[config.mk]
export PLATFORM = sky130hd
export DESIGN_NAME = clocked_signal_flat
export DESIGN_NICKNAME = d
export VERILOG_FILES = /design/src/rtl/clocked_signal_pkg.sv /design/src/rtl/clocked_signal_if.sv /design/src/rtl/clocked_signal_lfsr.sv /design/src/rtl/clocked_signal.sv /design/src/flat_wrapper.sv
export SDC_FILE = /design/constraint.sdc
export NUM_CORES = 1
export LEC_CHECK = 0
export CAP_MARGIN = 20
export CORE_UTILIZATION = 48
export DETAILED_ROUTE_END_ITERATION = 12
export PLACE_DENSITY = 0.83
export SYNTH_ARGS = -nofsm -noshare
export SYNTH_HDL_FRONTEND = slang
export SYNTH_SLANG_ARGS = --single-unit
[constraint.sdc]
create_clock -name clk -period 3.2 [get_ports clk]
set_input_delay 0.64 -clock clk [delete_from_list [all_inputs] [get_ports clk]]
set_output_delay 0.64 -clock clk [all_outputs]
set_load 0.01 [all_outputs]
[src/rtl/clocked_signal_pkg.sv]
// Shared types and constants for the clocked_signal pattern generator.
package clocked_signal_pkg;

   typedef enum logic [1:0] {
      IDLE = 2'd0,
      RUN  = 2'd1,
      HOLD = 2'd2,
      DONE = 2'd3
   } state_t;

   localparam int unsigned LFSR_W   = 16;
   localparam int unsigned CYC_W    = 5;

   localparam logic [LFSR_W-1:0] LFSR_SEED_DEF = 16'hACE1;
   // Fibonacci taps 16,14,13,11 -> bits 15,13,12,10
   localparam logic [LFSR_W-1:0] LFSR_TAPS     = 16'hB400;

endpackage

[src/rtl/clocked_signal_if.sv]
// Output bundle of clocked_signal: master drives, slave observes.
interface clocked_signal_if
   import clocked_signal_pkg::*;
#(
   parameter int CNT_W = 4
);
   logic [CNT_W-1:0]  cnt;
   logic              cnt_vld;
   logic [1:0]        state;
   logic              done;
   logic [LFSR_W-1:0] lfsr;

   modport master (output cnt, output cnt_vld, output state, output done, output lfsr);
   modport slave  (input  cnt, input  cnt_vld, input  state, input  done, input  lfsr);
endinterface

[src/rtl/clocked_signal_lfsr.sv]
// 16-bit Fibonacci LFSR, shifts left by one position on each cycle with adv high.
module clocked_signal_lfsr
   import clocked_signal_pkg::*;
#(
   parameter logic [LFSR_W-1:0] SEED = LFSR_SEED_DEF
) (
   input  logic              clk,
   input  logic              rst,
   input  logic              adv,
   output logic [LFSR_W-1:0] q
);

   always_ff @(posedge clk or negedge rst) begin
      if (!rst) begin
         q <= SEED;
      end else if (adv) begin
         q <= {q[LFSR_W-2:0], ^(q & LFSR_TAPS)};
      end
   end

endmodule

[src/rtl/clocked_signal.sv]
// One-shot IDLE->RUN->HOLD->DONE counter pattern; all outputs registered.
// Define CLOCKED_SIGNAL_LFSR_EN to add the LFSR that steps on every RUN edge.
module clocked_signal
   import clocked_signal_pkg::*;
#(
   parameter int                CNT_W       = 4,
   parameter int                RUN_CYCLES  = 10,
   parameter int                HOLD_CYCLES = 10,
   parameter logic [LFSR_W-1:0] LFSR_SEED   = LFSR_SEED_DEF
) (
   input  logic               clk,
   input  logic               rst,
   clocked_signal_if.master   bus
);

   localparam logic [CYC_W-1:0] RUN_LAST  = CYC_W'(RUN_CYCLES - 1);
   localparam logic [CYC_W-1:0] HOLD_LAST = CYC_W'(HOLD_CYCLES - 1);

   state_t             state_q, state_d;
   logic [CYC_W-1:0]   cyc_q, cyc_d;
   logic [CNT_W-1:0]   cnt_q, cnt_d;
   logic               vld_q, vld_d;
   logic               done_q, done_d;

   always_ff @(posedge clk or negedge rst) begin
      if (!rst) begin
         state_q <= IDLE;
         cyc_q   <= '0;
         cnt_q   <= '0;
         vld_q   <= 1'b0;
         done_q  <= 1'b0;
      end else begin
         state_q <= state_d;
         cyc_q   <= cyc_d;
         cnt_q   <= cnt_d;
         vld_q   <= vld_d;
         done_q  <= done_d;
      end
   end

   // cyc counts edges spent in the current state, entry edge being 0
   always_comb begin
      state_d = state_q;
      cyc_d   = cyc_q + CYC_W'(1);
      cnt_d   = cnt_q;
      vld_d   = vld_q;
      done_d  = done_q;
      unique case (state_q)
         IDLE: begin
            state_d = RUN;
            cyc_d   = '0;
            cnt_d   = CNT_W'(1);
            vld_d   = 1'b1;
            done_d  = 1'b0;
         end
         RUN: begin
            if (cyc_q == RUN_LAST) begin
               state_d = HOLD;
               cyc_d   = '0;
            end else begin
               cnt_d   = cnt_q + CNT_W'(1);
            end
         end
         HOLD: begin
            if (cyc_q == HOLD_LAST) begin
               state_d = DONE;
               cyc_d   = '0;
               cnt_d   = '0;
               vld_d   = 1'b0;
               done_d  = 1'b1;
            end
         end
         DONE: begin
            cyc_d   = '0;
         end
         default: begin
            state_d = IDLE;
            cyc_d   = '0;
         end
      endcase
   end

   assign bus.cnt     = cnt_q;
   assign bus.cnt_vld = vld_q;
   assign bus.state   = state_q;
   assign bus.done    = done_q;

`ifdef CLOCKED_SIGNAL_LFSR_EN
   logic adv;

   assign adv = (state_d == RUN);

   clocked_signal_lfsr #(.SEED(LFSR_SEED)) u_lfsr (
      .clk (clk),
      .rst (rst),
      .adv (adv),
      .q   (bus.lfsr)
   );
`else
   // seed is masked off here; referencing it keeps the parameter live in this build
   assign bus.lfsr = LFSR_SEED & '0;
`endif

endmodule

[src/flat_wrapper.sv]
// flat-port wrapper written by rule: the top's interface ports become plain ports
module clocked_signal_flat import clocked_signal_pkg::*;
#(
   parameter int                CNT_W       = 4,
   parameter int                RUN_CYCLES  = 10,
   parameter int                HOLD_CYCLES = 10,
   parameter logic [LFSR_W-1:0] LFSR_SEED   = LFSR_SEED_DEF
)
  (clk, rst, bus_cnt, bus_cnt_vld, bus_state, bus_done, bus_lfsr);
  clocked_signal_if #(.CNT_W(CNT_W)) bus_i ();
  input  logic clk;
  input  logic rst;
  output wire logic [$bits(bus_i.cnt)-1:0] bus_cnt;
  output wire logic [$bits(bus_i.cnt_vld)-1:0] bus_cnt_vld;
  output wire logic [$bits(bus_i.state)-1:0] bus_state;
  output wire logic [$bits(bus_i.done)-1:0] bus_done;
  output wire logic [$bits(bus_i.lfsr)-1:0] bus_lfsr;
  assign bus_cnt = bus_i.cnt;
  assign bus_cnt_vld = bus_i.cnt_vld;
  assign bus_state = bus_i.state;
  assign bus_done = bus_i.done;
  assign bus_lfsr = bus_i.lfsr;
  clocked_signal #(.CNT_W(CNT_W), .RUN_CYCLES(RUN_CYCLES), .HOLD_CYCLES(HOLD_CYCLES), .LFSR_SEED(LFSR_SEED)) u_core (.clk(clk), .rst(rst), .bus(bus_i));
endmodule
==> results.cfg <==
[run_status]
status = finished with violations
violations = DRC

[power]
swShare = 0.231
p_sw_uw = 64.1
power.total_uw = 278
power.leakage_nw = 0.434
p_per_area_mw_per_mm2 = 305
seq_power_share = 0.591
peakVddDrop_v = 0.000235
internal_power_uw = 213
pwr-share-clk = 0.364
pwr-share-comb = 0.045

[floorplanning]
die_area_mm2 = 0.00191
io_pins = 26
rows = 14
die_h_um = 43.8
start_util = 0.537
core_mm2 = 0.00156
die_w_um = 43.8

[logic_synthesis]
synth_edf_count = 0
synthArstFlopShare = 1.00
synth_warnings = 0
synth.avg_cell_area_um2 = 10.2
synth_cell_types = 23
ys_ff_latch = 13
syn_inst = 82
seq_area_frac_synth = 0.389
ys.flop_type = dfrtp_1
mappedNetlistArea_um2 = 837

[final_layout]
final_cell_area_um2 = 910
diodes = 0
final_cells = 110
area_delta_synth_final_pct = 8.67
seqCellArea_um2 = 325
drive_above_1_share = 0.0745
multiInputGateArea_um2 = 425
nFillCells = 119
nets = 105

[sta]
final.setup.tns_ns = 0
worst_clock_skew_ns = 0.00396
worst_slew_pin_slew_ns = 0.575
hold_viol_final = 0
fmax_mhz = 506
setup_viol = 0
period_minus_slack_ns = 1.98
fin_ws_ns = 1.22
slew_viol_final = 0
rsz0062_at_grt = false
finalCritPeriodShare = 0.618
slew_headroom = 0.616

[routing]
drtAntennaViolNets = 0
vias = 552
drc = 2
drt-total-wl_um = 1300
drt_iter0_drc = 9
post_drt_wl_per_cell_um = 11.8
dr.pass1.iters = 8
via_per_inst = 5.02

[grt]
grt.overflow.total = 0
antenna_found_initial = 0
grt.total_usage = 0.167
grt_max_degree = 14
grt_pass1_vias = 514
grt_pass1_wl_um = 2320

[worst_setup_path]
worst-path-buf-inv = 1
crit_type = register to output pin
worstPathRequired_ns = 2.56
regToRegSetupSlack_ns = 1.49
cp_top_family = buffers and inverters
crit_chain = clkdlybuf4s50_1
cp.arrival_ns = 1.34
max_stage_delay_ns = 0.58
crit_path_end_kind = output pin
path_max_fanout = 6
cpMaxStageDelayCell = clkdlybuf4s50_1
crit_path_start_kind = register

[clocking]
cts_num_sinks = 13
htree_levels = 1
postCtsSetupBuffers = 0
cts_tree = done
clockBufferDepth = 2
ctsResizeCount = 0
cts_root_buf = clkbuf_4
hold_buffers = 0
cts_made_buffers = 3
cts.clk_slew.worst_paths_ns = 0.08
clk_latency_ns = 0.27

[place]
hpwlAfterDp_um = 1010
io_buffers = 9
dpl-instance-area_um2 = 883
pre_cts_slack_ns = 1.50
dp_cells = 106
gp_congestion = 0.709

[job]
cap_violations = 0

[hold_path]
hold_class = register to register
==> power by group through the flow <==
stage	Clock [mW]	Combinational (mW)	Sequential (mW)
2_1_floorplan	0	0.0226	0.167
3_3_place_gp	0	0.0125	0.167
3_5_place_dp	0	0.0125	0.167
4_1_cts	0.103	0.0125	0.164
5_1_grt	0.112	0.0147	0.164
6_report	0.101	0.0126	0.164
==> per-layer routing <==
layer	wire [um]	vias to the layer above	track usage
met3	58	2	0.0417
met4	4	0	0.0750
met2	644	17	0.266
li1	-	265	-
met5	0	-	0
met1	592	268	0.213
==> state kept, by name, indices dropped and copies added, names as in the netlist <==
register and cells:
u_core.cyc_q 5, u_core.bus.cnt 4, u_core.bus.state 2, u_core.bus.cnt_vld 1, u_core.bus.done 1
==> synth_stat cells (2+ instances only) <==
library cell / count / area [um^2]
a21oi_1: 2 / 10.0
buf_4: 16 / 120
dfrtp_1: 13 / 325
ha_1: 8 / 100
inv_1: 6 / 22.5
mux2i_1: 2 / 20.0
nand2_1: 5 / 18.8
nand3_1: 3 / 15.0
nor2_1: 9 / 33.8
o21ai_0: 4 / 20.0
xnor2_1: 2 / 17.5
==> cell type report <==
| type | instances | area share |
|---|---|---|
| well taps | 16 | 0.0220 |
| repair buffers | 9 | 0.0990 |
| inverters | 6 | 0.0248 |
| flip-flops and latches | 13 | 0.358 |
| multi-input cells | 62 | 0.468 |
| clock buffers | 4 | 0.0289 |
==> through the flow <==
| step | hold slack [ns] | util |
|---|---|---|
| 6_report | 0.500 | 0.583 |
| 3_5_place_dp | 0.490 | 0.567 |
| 5_1_grt | 0.521 | 0.583 |
| 2_1_floorplan | 0.344 | - |
| 4_1_cts | 0.501 | 0.583 |
| 3_3_place_gp | 0.480 | 0.567 |
==> kinds of logic after synthesis <==
| family | after synthesis | share of synthesized area |
|---|---|---|
| simple gates | 24 | 0.175 |
| buf+inv | 22 | 0.170 |
| flops | 13 | 0.389 |
| fa+ha+maj | 8 | 0.120 |
| compound gates | 7 | 0.0463 |
| mux | 4 | 0.0643 |
| xor+xnor | 3 | 0.0314 |
| other cells | 1 | 0.00448 |
==> final timing paths <==
kind | start | endpoint | cells past startpoint
hold / removal | u_core.cyc_q[0]$_DFF_PN0_ | u_core.cyc_q[0]$_DFF_PN0_ | 1
max in group asynchronous | rst | u_core.cyc_q[1]$_DFF_PN0_ | 1
min in group asynchronous | rst | u_core.bus.cnt[0]$_DFFE_PN0P_ | 1
hold reg to reg | u_core.cyc_q[0]$_DFF_PN0_ | u_core.cyc_q[0]$_DFF_PN0_ | 1
setup / recovery | u_core.bus.state[0]$_DFFE_PN0P_ | bus_state[0] | 1
setup reg to reg | u_core.bus.state[1]$_DFFE_PN0P_ | u_core.bus.state[1]$_DFFE_PN0P_ | 6
==> cells in the final DEF, fill, tap and decap left out <==
master,Yosys,final
nor2_1,9,9
nand2_1,5,5
nand3_1,3,3
ha_1,8,8
nand4bb_4,1,1
nand4b_1,1,1
nand4_1,1,1
conb_1,1,16
mux2i_4,1,1
inv_1,6,6
xor2_1,1,1
clkbuf_4,0,3
a22o_1,1,1
o21ai_0,4,4
and2_1,1,1
nor3b_1,1,1
clkbuf_1,0,1
clkdlybuf4s50_1,0,9
xnor2_1,2,2
mux2_2,1,1
and4bb_2,1,1
and4b_1,1,1
mux2i_1,2,2
a21oi_1,2,2
dfrtp_1,13,13
(Power assumes the default switching activity.)
